## src/rtl/xaui_link_sequencer.sv

```systemverilog
// XAUI transceiver bank bring-up/recovery sequencer: reset, lock, comma align,
// channel bonding, link-up monitoring and back-off retry, all in the mgt_clk domain.
module xaui_link_sequencer #(
  parameter int unsigned RESET_CYCLES   = 64,
  parameter int unsigned LOCK_TIMEOUT   = 50000,
  parameter int unsigned ALIGN_CYCLES   = 1024,
  parameter int unsigned SYNC_TIMEOUT   = 4096,
  parameter int unsigned BACKOFF_CYCLES = 8192,
  parameter int unsigned CNT_W          = 16
) (
  input  logic       i_mgt_clk,
  input  logic       i_reset,
  input  logic       i_enable,
  input  logic [3:0] i_rxlock,
  input  logic [3:0] i_syncok,
  input  logic [7:0] i_codevalid,
  input  logic [3:0] i_rxbufferr,
  output logic       o_mgt_reset,
  output logic       o_mgt_tx_reset,
  output logic       o_mgt_rx_reset,
  output logic [3:0] o_enable_align,
  output logic       o_enchansync,
  output logic       o_link_up,
  output logic [7:0] o_retry_count,
  output logic [2:0] o_state
);

  localparam logic [2:0] S_IDLE      = 3'd0;
  localparam logic [2:0] S_RESET     = 3'd1;
  localparam logic [2:0] S_WAIT_LOCK = 3'd2;
  localparam logic [2:0] S_ALIGN     = 3'd3;
  localparam logic [2:0] S_CHANSYNC  = 3'd4;
  localparam logic [2:0] S_UP        = 3'd5;
  localparam logic [2:0] S_FAIL      = 3'd6;

  localparam logic [CNT_W-1:0] RESET_LAST   = CNT_W'(RESET_CYCLES - 1);
  localparam logic [CNT_W-1:0] LOCK_LAST    = CNT_W'(LOCK_TIMEOUT - 1);
  localparam logic [CNT_W-1:0] ALIGN_LAST   = CNT_W'(ALIGN_CYCLES - 1);
  localparam logic [CNT_W-1:0] SYNC_LAST    = CNT_W'(SYNC_TIMEOUT - 1);
  localparam logic [CNT_W-1:0] BACKOFF_LAST = CNT_W'(BACKOFF_CYCLES - 1);

  logic [2:0]       r_state;
  logic [CNT_W-1:0] r_cnt;
  logic [7:0]       r_retry;
  logic             r_mgt_reset, r_mgt_tx_reset, r_mgt_rx_reset;
  logic [3:0]       r_enable_align;
  logic             r_enchansync, r_link_up;

  logic [2:0] w_next;
  logic       w_all_lock, w_all_sync, w_all_code;
  logic       w_mgt_reset, w_mgt_tx_reset, w_mgt_rx_reset;
  logic [3:0] w_enable_align;
  logic       w_enchansync, w_link_up;

  assign w_all_lock = (i_rxlock == 4'hF);
  assign w_all_sync = (i_syncok == 4'hF);
  assign w_all_code = (i_codevalid == 8'hFF);

  // Next-state logic plus output decode of the next state, so the output
  // registers always match a decode of r_state.
  always_comb begin
    w_next = r_state;
    unique case (r_state)
      S_IDLE:      if (i_enable) w_next = S_RESET;
      S_RESET:     if (r_cnt == RESET_LAST) w_next = S_WAIT_LOCK;
      S_WAIT_LOCK: begin
        if (w_all_lock)              w_next = S_ALIGN;
        else if (r_cnt == LOCK_LAST) w_next = S_FAIL;
      end
      S_ALIGN: begin
        if (!w_all_lock)              w_next = S_FAIL;
        else if (r_cnt == ALIGN_LAST) w_next = w_all_code ? S_CHANSYNC : S_FAIL;
      end
      S_CHANSYNC: begin
        if (w_all_sync)              w_next = S_UP;
        else if (r_cnt == SYNC_LAST) w_next = S_FAIL;
      end
      S_UP: begin
        if ((i_rxbufferr != 4'h0) || !w_all_lock || !w_all_sync || !w_all_code)
          w_next = S_FAIL;
      end
      S_FAIL:  if (r_cnt == BACKOFF_LAST) w_next = S_RESET;
      default: w_next = S_IDLE;
    endcase
    if (!i_enable) w_next = S_IDLE;

    w_mgt_reset    = 1'b1;
    w_mgt_tx_reset = 1'b1;
    w_mgt_rx_reset = 1'b1;
    w_enable_align = 4'h0;
    w_enchansync   = 1'b0;
    w_link_up      = 1'b0;
    unique case (w_next)
      S_WAIT_LOCK: begin
        w_mgt_reset    = 1'b0;
        w_mgt_tx_reset = 1'b0;
      end
      S_ALIGN: begin
        w_mgt_reset    = 1'b0;
        w_mgt_tx_reset = 1'b0;
        w_mgt_rx_reset = 1'b0;
        w_enable_align = 4'hF;
      end
      S_CHANSYNC: begin
        w_mgt_reset    = 1'b0;
        w_mgt_tx_reset = 1'b0;
        w_mgt_rx_reset = 1'b0;
        w_enchansync   = 1'b1;
      end
      S_UP: begin
        w_mgt_reset    = 1'b0;
        w_mgt_tx_reset = 1'b0;
        w_mgt_rx_reset = 1'b0;
        w_link_up      = 1'b1;
      end
      default: ;
    endcase
  end

  always_ff @(posedge i_mgt_clk) begin
    if (i_reset) begin
      r_state        <= S_IDLE;
      r_cnt          <= '0;
      r_retry        <= 8'd0;
      r_mgt_reset    <= 1'b1;
      r_mgt_tx_reset <= 1'b1;
      r_mgt_rx_reset <= 1'b1;
      r_enable_align <= 4'h0;
      r_enchansync   <= 1'b0;
      r_link_up      <= 1'b0;
    end else begin
      r_state        <= w_next;
      r_cnt          <= (w_next != r_state) ? '0 : r_cnt + CNT_W'(1);
      r_mgt_reset    <= w_mgt_reset;
      r_mgt_tx_reset <= w_mgt_tx_reset;
      r_mgt_rx_reset <= w_mgt_rx_reset;
      r_enable_align <= w_enable_align;
      r_enchansync   <= w_enchansync;
      r_link_up      <= w_link_up;
      // Count each entry into FAIL, saturating.
      if ((w_next == S_FAIL) && (r_state != S_FAIL) && (r_retry != 8'hFF))
        r_retry <= r_retry + 8'd1;
    end
  end

  assign o_state        = r_state;
  assign o_retry_count  = r_retry;
  assign o_mgt_reset    = r_mgt_reset;
  assign o_mgt_tx_reset = r_mgt_tx_reset;
  assign o_mgt_rx_reset = r_mgt_rx_reset;
  assign o_enable_align = r_enable_align;
  assign o_enchansync   = r_enchansync;
  assign o_link_up      = r_link_up;

endmodule
```

## config.mk

```make
export PLATFORM = sky130hd
export DESIGN_NAME = xaui_link_sequencer
export DESIGN_NICKNAME = d
export VERILOG_FILES = /design/src/rtl/xaui_link_sequencer.sv
export SDC_FILE = /design/constraint.sdc
export NUM_CORES = 1
export LEC_CHECK = 0
export ABC_AREA = 1
export BUFFER_PORTS_ARGS = -buffer_cell sky130_fd_sc_hd__buf_2
export CAP_MARGIN = 40
export CORE_UTILIZATION = 49
export DETAILED_ROUTE_END_ITERATION = 6
export PLACE_DENSITY = 0.86
export SETUP_SLACK_MARGIN = 0.2
export SYNTH_ARGS = -nofsm -noshare
export SYNTH_HDL_FRONTEND = slang
export SYNTH_SLANG_ARGS = --single-unit
```

## constraint.sdc

```tcl
create_clock -name i_mgt_clk -period 2 [get_ports i_mgt_clk]
set_input_delay 0.1 -clock i_mgt_clk [delete_from_list [all_inputs] [get_ports i_mgt_clk]]
set_output_delay 0.1 -clock i_mgt_clk [all_outputs]
set_load 0.05 [all_outputs]
```

== Word-level counts from Yosys, hierarchy flattened ==
Index checks and enable logic that the tools add are counted.
Storage, ports and cells
  output and inout bits: 20
  register bits: 35
Cells by class
  add/subtract/negate cells: 2
  reduce and logical (&&, ||, !) cells: 13
  muxes and demuxes: 17
  equality and inequality tests: 22
Operators by type and width (count)
  two-way mux 3 bit: 10
  case mux 3 bit (7 select lines): 1
  equality test 3 bit (second input constant): 6
  adder 16 x 1 -> 16 bit (second input constant): 1
  equality test 16 x 10 -> 1 bit (second input constant): 1
  equality test 16 x 12 -> 1 bit (second input constant): 1
  equality test 16 x 13 -> 1 bit (second input constant): 1
  equality test 16 bit (second input constant): 1
  equality test 16 x 6 -> 1 bit (second input constant): 1
  equality test 3 x 2 -> 1 bit (second input constant): 4
  adder 8 x 1 -> 8 bit (second input constant): 1
  equality test 4 bit (second input constant): 2
  equality test 8 bit (second input constant): 1
  != test 8 bit (second input constant): 1
  two-way mux 1 bit: 4
  two-way mux 4 bit: 1
  nonzero test 4 bit: 1
  OR reduction 4 bit: 1
  equality test 3 x 1 -> 1 bit (second input constant): 1
  logical NOT 1 bit: 3
  logical NOT 3 bit: 1
  logical OR 1 bit: 3
  != test 3 bit: 1
  != test 3 bit (second input constant): 1
  other kinds (4): 5

== Longest topological paths before layout ==
  depth in word-level cells: 11
  mapped depth: 17
  mapped depth without buffers: 16

== Worst setup path before layout ==
No wires, ideal clock.
  path kind: register to register
  from: reg r_state[0], in the netlist o_state[0]
  to: reg r_cnt[0]
  arrival time: 2.173 ns
  data required time: 1.939 ns
  cell stages (with the launch flop): 10
  library setup time: 0.061 ns
  path slack: -0.234 ns
  path through: dfxtp_1 -> inv_1 -> nor3_1 -> a21boi_1 -> o21ai_2 -> xor2_1 -> nor2_1 -> nand2_4 -> buf_8 -> nor2_4
On the way
  longest elaborated chain between the ends: 6
  elaborated cells on any way between the ends: 20
  those cells by class: 7 x eq/ne; 11 x mux; 2 x reduce/logical
Ends and longest elaborated chain
  start, declared: line 42  | logic [2:0] r_state;
  start signal, assigned: line 132  | r_state <= w_next;
  two-way mux 3 bit, on equally long branches: line 76, 68, 72
  two-way mux 3 bit, on equally long branches: line 75, 67, 71
  case mux 3 bit (7 select lines): line 63  | unique case (r_state)
  two-way mux 3 bit: line 85  | if (!i_enable) w_next = S_IDLE;
  != test 3 bit *: line 133  | r_cnt <= (w_next != r_state) ? '0 : r_cnt + CNT_W'(1);
  OR reduction 2 bit (no line) *
  end signal, assigned: line 133
  end, declared: line 43  | logic [CNT_W-1:0] r_cnt;
Every way passes the cells marked *; elsewhere a longest branch is shown, timed or not.
A chain may end at the register's enable or synchronous reset.

== Worst setup path after layout ==
  from: reg r_cnt[8]
  to: reg r_cnt[15]
On the way
  longest elaborated chain between the ends: 7
  elaborated cells on any way between the ends: 18
  those cells by class: 1 x add/sub; 6 x eq/ne; 10 x mux; 1 x reduce/logical
Ends and longest elaborated chain
  equality test 16 x 12 -> 1 bit, or another cell as far along: line 76  | else if (r_cnt == SYNC_LAST) w_next = S_FAIL;
  two-way mux 3 bit, on equally long branches: line 76, 68, 72
  two-way mux 3 bit, on equally long branches: line 75, 67, 71
  case mux 3 bit (7 select lines): line 63
  two-way mux 3 bit: line 85
  != test 3 bit: line 133
  OR reduction 2 bit (no line)
Several ways; a longest one is shown, not always the timed one.

==> impl_metrics.env <==
export IMPL_p_per_area_nw_per_um2=496
export IMPL_cp_slowest_cell="dfxtp_4"
export IMPL_synth_edf_count=0
export IMPL_grt_pass1_wl_microns=8070
export IMPL_pre_cts_ws_ns=-0.0209
export IMPL_vdd_drop_max_uv=331
export IMPL_wl_per_cell_microns=13.4
export IMPL_grt_overflow=0
export IMPL_hold_class="primary input to register"
export IMPL_numPortBuffers=42
export IMPL_status="complete, but fails checks"
export IMPL_place_gp_congestion=0.847
export IMPL_period_minus_slack_ns=2.08
export IMPL_drt_wl_total_microns=5550
export IMPL_synthArstFlopShare_pct=0
export IMPL_path_buf_inv=1
export IMPL_clk_path_buf_depth=2
export IMPL_final_util_pct=73.4
export IMPL_start_kind="register"
export IMPL_synth_area_sq_um=2000
export IMPL_drv_cap=0
export IMPL_grt_antenna_before_repair=0
export IMPL_dieArea_sq_um=4340
export IMPL_fin_cells=415
export IMPL_clk_pin_slew_ns=0.07
export IMPL_root_buffer="clkbuf_8"
export IMPL_grt_pass1_vias=1965
export IMPL_rsz0062_at_grt="true"
export IMPL_final_hold_violation_count=0
export IMPL_place_area_sq_um=2390
export IMPL_grt_max_degree=17
export IMPL_drc=0
export IMPL_synth_main_ff_cell="dfxtp_1"
export IMPL_reg2reg_slack_ns=-0.08
export IMPL_synth_cells=295
export IMPL_htreeDepth=2
export IMPL_maxSlewHeadroom_pct=72.4
export IMPL_grt_usage_pct=24.0
export IMPL_n_antenna_cell=0
export IMPL_die_x_microns=65.9
export IMPL_ys_ff_latch=32
export IMPL_cts_hold_repair_buffers=0
export IMPL_drtIter0Drc=208
export IMPL_drv_slew=0
export IMPL_hpwl_microns=3300
export IMPL_setup_violations=20
export IMPL_drive_above_1_share_pct=41.1
export IMPL_dp_cells=391
export IMPL_io_pins=43
export IMPL_clk_latency_ns=0.30
export IMPL_endpoint_kind="register"
export IMPL_die_y_microns=65.9
export IMPL_synth_fp_nets=320
export IMPL_p_leak_nw=1.36
export IMPL_critPathRequiredTime_ns=2.23
export IMPL_violations="setup timing"
export IMPL_coreArea_sq_um=3800
export IMPL_worstPathMaxFanout=8
export IMPL_synth_top_area_cell="dfxtp_1"
export IMPL_p_total_w=0.00138
export IMPL_cts_sinks=32
export IMPL_slowest_delay_ns=0.35
export IMPL_num_vias=2171
export IMPL_num_rows=22
export IMPL_postSynthAreaPerCell_sq_um=6.77
export IMPL_cp_top_family="simple AND/OR/NAND/NOR gates"
export IMPL_worstSetupPathType="register to register"
export IMPL_cts_buffers=5
export IMPL_drtAntennaViolNets=0
export IMPL_ys_types=29
export IMPL_syn_to_final_growth_pct=39.4
export IMPL_ys_warn_count=0
export IMPL_post_route_period_util_pct=104
export IMPL_netlist_top_cells_area="dfxtp_1, nand2_1, nor2_1"
export IMPL_cts_tree="yes"
export IMPL_yosys_area_top_type_share_pct=32.1
export IMPL_fin_ws_ns=-0.0812
export IMPL_crit_arrival_ns=2.31
export IMPL_stdcell_area_sq_um=2790
export IMPL_nNetsFinal=391
export IMPL_skew_ns=0.0114
export IMPL_first_pass_iters=5
export IMPL_crit_chain="buf_4 > nor2_1 > nand3_1 > nor2_1 > nand2_1 > nand2_1 > nand2_1 > nor2_4 > nand2_4 > nand3_2 > nand2_2 > nor2_4 > nand2_8 > nor2_1"
export IMPL_start_util_pct=52.6
export IMPL_synth_seq_area_share_pct=32.1
export IMPL_fmax_ghz=0.480
export IMPL_worstMarginPinSlew_ns=0.412
export IMPL_via_per_inst=5.23
## layer usage
layer	GRT usage (%)	part of all wire [%]	vias up
met5	0	0	-
met4	12.8	3.7	0
met3	5.34	7.2	26
met2	39.3	50	111
met1	29.1	39	981
li1	-	-	1053
## sequential cells by signal, summed over array words and instances (netlist names)
register	count
o_mgt_rx_reset	1
o_mgt_tx_reset	1
o_retry_count	8
r_cnt	16
o_link_up	1
o_state	3
o_enchansync	1
o_enable_align	1
## final cells by class
cell class / count / area (sq um)
clock inverters: 2 / 35.0
well taps: 48 / 60.1
flip-flops and latches: 32 / 666
clock buffers: 6 / 72.6
repair buffers: 69 / 424
fillers: 266 / 1010
inverters: 46 / 175
multi-input cells: 212 / 1350
## kinds of logic after synthesis
family,share of synthesized area [%]
simple gates,46.4
compound gates,3.76
flops,32.1
buf+inv,11.3
xor+xnor,5.26
fa+ha+maj,1.25
## cells in the final DEF, fill, tap and decap left out, types with 3 or more instances in the layout
cell type  instances
a21oi_1            6
buf_2             42
buf_4             24
buf_6              3
clkbuf_8           5
dfxtp_1           22
dfxtp_2            5
dfxtp_4            5
inv_1             38
inv_2              6
nand2_1           55
nand2_2            4
nand2_4            5
nand3_1           21
nand3_2            5
nand4_1           10
nor2_1            40
nor2_2            11
nor2_4            17
nor3_1             6
xnor2_1            4
xor2_1             8
## cell usage after synthesis, types with 5 or more instances
cell type,number
dfxtp_1,32
a21oi_1,7
inv_1,40
inv_2,5
nand3_1,27
buf_4,5
nor3_1,8
xor2_1,8
nor2_4,11
nand4_1,10
nand2_1,59
nor2_1,54
## timing repair
action / in CTS / in global routing
pin swaps: 5 / 8
gates cloned: 0 / 1
setup endpoints to repair: 25 / 30
setup buffers: 9 / 6
gates resized for setup: 16 / 28
## final timing paths
check	to	depth (start not counted)	startpoint
worst max-delay path	r_cnt[15]	14	r_cnt[8]
worst max register to register	r_cnt[15]	14	r_cnt[8]
worst min register to register	r_cnt[0]	2	r_cnt[0]
worst min-delay path	o_state[0]	2	i_reset
## power by group
part           internal, W  switching (W)
logic            0.0000468      0.0000804
clock network     0.000369       0.000241
registers         0.000638     0.00000689
## metrics by stage
step                TNS, ns  hold slack, ns
finish               -0.875          0.0212
global route          -3.90          0.0472
CTS                       0          0.0206
detailed placement   -0.117           0.331
global placement          0           0.329
floorplan                 0           0.163
Note: power is estimated with default switching activity, not from simulation.
